[config.mk]
export PLATFORM = sky130hd
export DESIGN_NAME = c3lib_fifo_rd_stream
export DESIGN_NICKNAME = d
export VERILOG_FILES = /design/src/rtl/c3lib_fifo_pkg.sv /design/src/rtl/c3lib_skid_buf2.sv /design/src/rtl/c3lib_fifo_rd_stream.sv
export SDC_FILE = /design/constraint.sdc
export NUM_CORES = 1
export LEC_CHECK = 0
export ABC_AREA = 1
export CORE_MARGIN = 2
export CORE_UTILIZATION = 44
export DETAILED_ROUTE_END_ITERATION = 16
export GPL_TIMING_DRIVEN = 0
export PLACE_DENSITY = 0.79
export SLEW_MARGIN = 30
export SYNTH_ARGS = -nofsm -noshare
export SYNTH_HDL_FRONTEND = slang
export SYNTH_HIERARCHICAL = 1
export SYNTH_SLANG_ARGS = --single-unit
[constraint.sdc]
create_clock -name clk -period 2.2 [get_ports clk]
set_clock_uncertainty 0.1 [all_clocks]
set_input_delay 0.66 -clock clk [delete_from_list [all_inputs] [get_ports clk]]
set_output_delay 0.66 -clock clk [all_outputs]
set_load 0.05 [all_outputs]
[src/rtl/c3lib_fifo_pkg.sv]
// Shared types for the c3lib FIFO read-side streaming logic.
package c3lib_fifo_pkg;

  typedef enum logic [1:0] {
    ST_IDLE  = 2'd0,
    ST_FILL  = 2'd1,
    ST_RUN   = 2'd2,
    ST_DRAIN = 2'd3
  } rd_state_e;

  function automatic logic [15:0] sat_inc16(input logic [15:0] v);
    return (v == 16'hFFFF) ? v : v + 16'd1;
  endfunction

endpackage

[src/rtl/c3lib_skid_buf2.sv]
// Two-entry in-order output buffer; entry 0 is always the oldest word.
module c3lib_skid_buf2 #(
  parameter int DWIDTH = 8
) (
  input  logic              clk,
  input  logic              rst_n,
  input  logic              clr,
  input  logic              push,
  input  logic              pop,
  input  logic [DWIDTH-1:0] din,
  output logic [DWIDTH-1:0] dout,
  output logic [1:0]        count
);

  logic [DWIDTH-1:0] e0, e1;
  logic [1:0]        cnt;
  logic              do_pop, do_push;

  assign do_pop  = pop & (cnt != 2'd0);
  assign do_push = push & ((cnt != 2'd2) | do_pop);
  assign dout    = e0;
  assign count   = cnt;

  always_ff @(posedge clk or negedge rst_n) begin
    if (!rst_n) begin
      e0  <= '0;
      e1  <= '0;
      cnt <= 2'd0;
    end else if (clr) begin
      cnt <= 2'd0;
    end else begin
      case ({do_push, do_pop})
        2'b10: begin
          if (cnt == 2'd0) e0 <= din;
          else             e1 <= din;
          cnt <= cnt + 2'd1;
        end
        2'b01: begin
          e0  <= e1;
          cnt <= cnt - 2'd1;
        end
        // Simultaneous push/pop: count holds, order preserved by shifting.
        2'b11: begin
          if (cnt == 2'd1) e0 <= din;
          else begin
            e0 <= e1;
            e1 <= din;
          end
        end
        default: ;
      endcase
    end
  end

endmodule

[src/rtl/c3lib_fifo_rd_stream.sv]
// Streams words out of a show-ahead FIFO once a start threshold is met.
// Optional: define C3LIB_FIFO_RD_STREAM_UFLOW_CNT_EN for a saturating underflow counter.
module c3lib_fifo_rd_stream
  import c3lib_fifo_pkg::*;
#(
  parameter int DWIDTH = 8,
  parameter int AWIDTH = 4
) (
  input  logic              clk,
  input  logic              rst_n,
  input  logic              enable,
  input  logic              flush,
  input  logic [AWIDTH-1:0] r_start_thresh,
  input  logic              r_refill_en,
  input  logic [DWIDTH-1:0] fifo_rd_data,
  input  logic              fifo_empty,
  input  logic [AWIDTH-1:0] fifo_numdata,
  output logic              fifo_rd_en,
  output logic              out_valid,
  output logic [DWIDTH-1:0] out_data,
  input  logic              out_ready,
  output logic [1:0]        state,
  output logic              underflow,
  output logic [15:0]       uflow_cnt
);

  rd_state_e  st, st_nxt;
  logic [1:0] cnt;
  logic       uflow_evt;

  // Pop decision uses only registered buffer occupancy, never out_ready.
  assign fifo_rd_en = (st == ST_RUN) & ~fifo_empty & (cnt != 2'd2) & ~flush;
  assign uflow_evt  = (st == ST_RUN) & (cnt == 2'd0) & fifo_empty;
  assign out_valid  = (cnt != 2'd0);
  assign state      = st;

  c3lib_skid_buf2 #(.DWIDTH(DWIDTH)) u_buf (
    .clk   (clk),
    .rst_n (rst_n),
    .clr   (flush),
    .push  (fifo_rd_en),
    .pop   (out_valid & out_ready),
    .din   (fifo_rd_data),
    .dout  (out_data),
    .count (cnt)
  );

  always_ff @(posedge clk or negedge rst_n) begin
    if (!rst_n) st <= ST_IDLE;
    else        st <= st_nxt;
  end

  always_comb begin
    st_nxt = st;
    if (flush) st_nxt = ST_IDLE;
    else begin
      case (st)
        ST_IDLE:  if (enable) st_nxt = ST_FILL;
        ST_FILL: begin
          if (!enable) st_nxt = ST_IDLE;
          else if (!fifo_empty && (fifo_numdata >= r_start_thresh)) st_nxt = ST_RUN;
        end
        ST_RUN: begin
          if (!enable) st_nxt = ST_DRAIN;
          else if (uflow_evt && r_refill_en) st_nxt = ST_FILL;
        end
        ST_DRAIN: if (cnt == 2'd0) st_nxt = ST_IDLE;
        default:  st_nxt = ST_IDLE;
      endcase
    end
  end

  always_ff @(posedge clk or negedge rst_n) begin
    if (!rst_n)         underflow <= 1'b0;
    else if (uflow_evt) underflow <= 1'b1;
  end

`ifdef C3LIB_FIFO_RD_STREAM_UFLOW_CNT_EN
  logic [15:0] uflow_q;
  always_ff @(posedge clk or negedge rst_n) begin
    if (!rst_n)         uflow_q <= 16'd0;
    else if (uflow_evt) uflow_q <= sat_inc16(uflow_q);
  end
  assign uflow_cnt = uflow_q;
`else
  assign uflow_cnt = 16'd0;
`endif

endmodule

After elaboration in Yosys (flattened, before gate mapping)
Index checks and enable logic that the tools add are counted.
- register bits after elaboration: 21
- bits in latches: 0
- RAM bits: 0
- bits in read-only memories: 0
- input bits: 23
- output and inout bits: 29
- logic and storage cells: 62
- memories: 0
- add/subtract/negate cells: 2
- multiply operators: 0
- divide/modulo/power cells: 0
- order comparisons: 1
- eq/ne operators: 15
- shift-type cells: 0
- mux-type cells: 16
- bitwise gates (word level): 11
- reduce and logical (&&, ||, !) cells: 12
- operators with widths (cell ; number):
    8-bit two-way mux ; 4
    8-bit one-hot mux with 3 select lines ; 1
    2-bit two-way mux ; 8
    8-bit one-hot mux with 2 select lines ; 1
    1-bit bitwise AND ; 8
    2-bit equality test, second input constant ; 4
    2-bit inequality test, second input constant ; 4
    2-bit one-hot mux with 4 select lines ; 1
    4-bit AND reduction ; 2
    2-bit by 1-bit equality test with 1-bit output, second input constant ; 3
    3-bit inequality test, second input constant ; 2
    3-bit nonzero test ; 2
    4-bit greater-or-equal comparator ; 1
    2-bit logical NOT ; 2
    4-bit by 3-bit inequality test with 1-bit output, second input constant ; 1
    4-bit inequality test, second input constant ; 1
    2-bit one-hot mux with 2 select lines ; 1
    2-bit nonzero test ; 2
    3-bit AND reduction ; 1
    2-bit by 1-bit adder with 2-bit output, second input constant ; 1
    1-bit logical AND ; 2
    1-bit inverter ; 2
    2-bit by 1-bit subtractor with 2-bit output, second input constant ; 1
    1-bit logical NOT ; 1
    1-bit bitwise OR ; 1

Logic depth before layout (Yosys ltp)
- word-level depth: 8
- gate-level depth with buffers: 12
- gate-level depth less buffers: 12

Modules after synthesis
The synthesis kept the hierarchy.
- modules (own cells, without submodules) (module ; instances ; cells each ; area each (um2)):
    c3lib_skid_buf2 ; 1 ; 130 ; 950.9
    c3lib_fifo_rd_stream ; 1 ; 71 ; 461.7

Least setup slack after synthesis
Ideal clock, no wire load.
- kind: reg2reg
- from: register st[0], in the netlist state[0]
- to: register u_buf.e0[0], in the netlist u_buf/dout[0]
- library setup time: 0.065 ns
- arrival time: 3.354 ns
- data required time: 2.035 ns
- path slack: -1.319 ns
- cell stages (with the launch flop): 10
- path buffers: 0
- cell sequence: dfrtp_1 > nor2_1 > nand2_1 > a211oi_1 > nand2_1 > nand2_1 > nand2_1 > nand2_1 > nand2_1 > nand2_1
- word-level cells in the longest chain between the ends: 8
- elaborated cells on any way between the ends: 12
- classes of those cells: eq/ne: 5; mux: 1; bitwise: 4; reduce/logical: 2
- ends and longest elaborated chain (what ; RTL line ; source):
    from (decl) ; c3lib_fifo_rd_stream.sv:27 ; rd_state_e st, st_nxt;
    from (signal assigned) ; c3lib_fifo_rd_stream.sv:50 ; else st <= st_nxt;
    2-bit equality test * ; c3lib_fifo_rd_stream.sv:32 ; assign fifo_rd_en = (st == ST_RUN) & ~fifo_empty & (cnt != 2'd2) & ~flush;
    1-bit bitwise AND * (3 in series) ; c3lib_fifo_rd_stream.sv:32 ;
    via fifo_rd_en ; c3lib_fifo_rd_stream.sv:18 ; output logic fifo_rd_en,
    1-bit bitwise AND * ; c3lib_skid_buf2.sv:20 ; assign do_push = push & ((cnt != 2'd2) | do_pop);
    2-bit equality test / 2-bit by 1-bit equality test with 1-bit output (equally long branches) ; c3lib_skid_buf2.sv:32 ; case ({do_push, do_pop})
    2-bit inequality test (no source line) / 3-bit nonzero test (equally long branches) ; -- ;
    3-bit AND reduction (no source line) ; -- ;
    to (signal assigned) ; c3lib_skid_buf2.sv:34 ; if (cnt == 2'd0) e0 <= din;
    to (signal assigned) ; c3lib_skid_buf2.sv:44 ; if (cnt == 2'd1) e0 <= din;
    to (decl) ; c3lib_skid_buf2.sv:15 ; logic [DWIDTH-1:0] e0, e1;
The timed path passes the listed nets; every way through them passes the cells marked *.
A chain may end at the register's enable or synchronous reset.

Worst setup path after layout
- from: input port flush
- to: output port fifo_rd_en
- word-level cells in the longest chain between the ends: 2
- ends and longest elaborated chain (what ; RTL line ; source):
    from (decl) ; c3lib_fifo_rd_stream.sv:12 ; input logic flush,
    1-bit inverter (no source line) ; -- ;
    1-bit bitwise AND ; c3lib_fifo_rd_stream.sv:32 ;
    to (decl) ; c3lib_fifo_rd_stream.sv:18 ;
No other way between the ends.

==> run_results.csv <==
group,metric,value,unit
timing,rsz0062_at_grt,"yes",
critical_path,cp_cell_sequence,"buf_8, nor2_4, nand2_2, a211oi_4, buf_6",
power,p_leak,0.001114,uW
grt,antenna_found_initial,0,
critical_path,critPathKind,"input port to output pin",
yosys,syn_avg_cell_area,7.028,sq um
clocking,cts_sinks,21,
die,die_w,60.66,um
finish,diodes,0,
yosys,yosys.area.top_type,"dfrtp_1",
yosys,synth-seq-cells,21,
critical_path,cp-start-kind,"input port",
critical_path,crit_arrival,1.42,ns
place,dpl.hpwl,2222,um
clocking,clk_pin_slew,0.12,ns
power,internal_power,939.6,uW
finish,drive_above_1_share,0.1628,
timing,hold_violations,0,
detailed_routing,post_drt_wl_per_cell,9.301,um
yosys,synthCells,201,
detailed_routing,initialDrtViolationCount,34,
finish,nets,289,
yosys,synth_area_leaders,"dfrtp_1 37%, nand2_1 21%, nand3_1 9.6%",
finish,syn2layout_area_growth,37.82,%
timing,min_period,2.177,ns
critical_path,crit_slowest_cell,"a211oi_4",
power,ir_drop,0.3971,mV
clocking,clk_path_buf_depth,2,
detailed_routing,drc,0,
die,die_h,60.66,um
job,max-cap-violations,0,
power,clockPowerShare,0.096,
place,dp_cells,295,
detailed_routing,dr.pass1.iters,4,
die,die_area,3680,sq um
timing,report.final.slew_viol_count,0,
min_path,hp-class,"input port to async pin",
clocking,cts_tree,"built",
finish,final_cells,302,
grt,grt_usage,0.1667,
yosys,syn_area,1413,sq um
timing,setup_viol,0,
clocking,cts-htree-levels,1,
grt,overflow,0,
timing,worst_hold_slack,0.1897,ns
status,outcome,"finished clean",
timing,min_period_over_period,0.9895,
power,p_sw_frac,0.5009,
critical_path,worstPathRequired,1.44,ns
detailed_routing,vias,1330,
yosys,ys_types,20,
detailed_routing,wl,2809,um
place,place.port_buffers,35,
critical_path,path_max_fanout,5,
grt,grt_pass1_vias,1169,
die,initial_utilization,0.4627,
detailed_routing,ant_nets,0,
grt,grt_first_pass_wirelength,4774,um
clocking,clock-root-buffer,"clkbuf_4",
timing,tns,0,ns
detailed_routing,vias_per_cell,4.404,
power,switchingPower,943.0,uW
place,place.gp.congestion,0.8251,
yosys,yosys.area.top_type_share,0.3720,
die,rows,20,
power,power.total,1883,uW
critical_path,crit_path_end_kind,"output pin",
finish,design_area,1947,sq um
power,power.density,967.0,nW/um^2
timing,clock.fmax,459.4,MHz
clocking,cts_buffers,3,
yosys,ys.warnings.count,6,
grt,grt_start_max_net_pins,22,
power,p_comb_frac,0.552,
die,num_io_pins,52,
critical_path,slowest_delay,0.24,ns
place,placed_cell_area,1909,sq um
clocking,clk-insertion-delay-late,0.30,ns
yosys,yosysSeqAreaShare,0.3720,
power,p_seq_frac,0.351,
die,core-area,3053,sq um
## flip-flops by register name, indices dropped and copies added, names as in the netlist
| register | cells |
|---|---|
| u_buf/e1 | 8 |
| underflow | 1 |
| u_buf/dout | 8 |
| u_buf/count | 2 |
| state | 2 |
## worst max-delay path: cells and delay by family
kind,cells,cell delay [ns]
buffers and inverters,2,0.30
AND/OR/NAND/NOR,2,0.21
AO/OA/AOI/OAI,1,0.24
## placed cells by master, fill, tap and decap left out, types with 7 or more instances in the layout
cell             Yosys  routed
ha_1                 7       7
nand3_1             27      27
dlygate4sd2_1        0      12
inv_1               24      24
nor2_1               8       7
clkdlybuf4s50_1      0      19
nand2_1             80      78
buf_4               17      20
dfrtp_1             21      20
conb_1               1      16
## layer usage
layer	GRT usage	part of all wire
met1	0.2245	0.48
met5	0	0
met2	0.2857	0.47
met4	0.04348	0.0068
met3	0.01919	0.049
## path summary, 6_finish.rpt
path / startpoint / to / slack (ns) / cells past startpoint
max: flush / fifo_rd_en / 0.02 / 5
min: rst_n / u_buf/dout[5] / 0.19 / 1
max reg2reg: state[0] / u_buf/dout[7] / 0.29 / 9
min reg2reg: u_buf/dout[4] / u_buf/dout[4] / 0.38 / 2
max in group asynchronous: rst_n / state[0] / 1.46 / 1
min in group clk: u_buf/dout[4] / u_buf/dout[4] / 0.38 / 2
## Yosys cell counts
cell and n:
nand2_1 80, nand3_1 27, inv_1 24, dfrtp_1 21, buf_4 17, nor2_1 8
ha_1 7, o21ai_0 3, a21oi_2 2, nand4_1 2, a211oi_1 1, a21oi_1 1
a31o_2 1, clkinv_1 1, conb_1 1, inv_2 1, nand2_2 1, nand2_4 1
nand3_2 1, nor2_4 1
## area by class of cell
cell class                      instances  area [sq um]
Buffer                                 17         127.6
Clock buffer                            3         22.52
Clock inverter                          1         5.005
Fill cell                             283          1106
Inverter                               26         98.84
Multi-Input combinational cell        152         750.7
Sequential cell                        21         526.8
Tap cell                               44         55.05
Timing Repair Buffer                   38         360.3
## power groups by stage
stage	clock network (uW)	logic (uW)	registers [uW]
after floorplan	0	477	957
after global placement	0	1080	668
after detailed placement	0	1090	674
after CTS	190	1030	662
after global routing	210	1140	687
final	181	1040	661
## kinds of logic after synthesis
kind of cell | synth area share
AO/OA/AOI/OAI | 0.03809
adder cells (fa/ha/maj) | 0.06200
buffers and inverters | 0.1594
flip-flops | 0.3720
other | 0.002655
AND/OR/NAND/NOR | 0.3658
## through the flow
step	setup slack [ns]	util
after CTS	-0.08441	0.6332
final	0.02318	0.6377
after detailed placement	-1.287	0.6254
after global routing	-0.02052	0.6377
after global placement	-1.279	0.6254
after floorplan	-0.1945	-
## timing repair
item                                    in CTS  in global routing
pin swaps                                    1                  2
endpoints found under the setup margin      31                  1
buffers inserted                             1                  2
hold buffers                                 0                  0
resized for setup                           25                  6
Note: power is estimated with default switching activity, not from simulation.
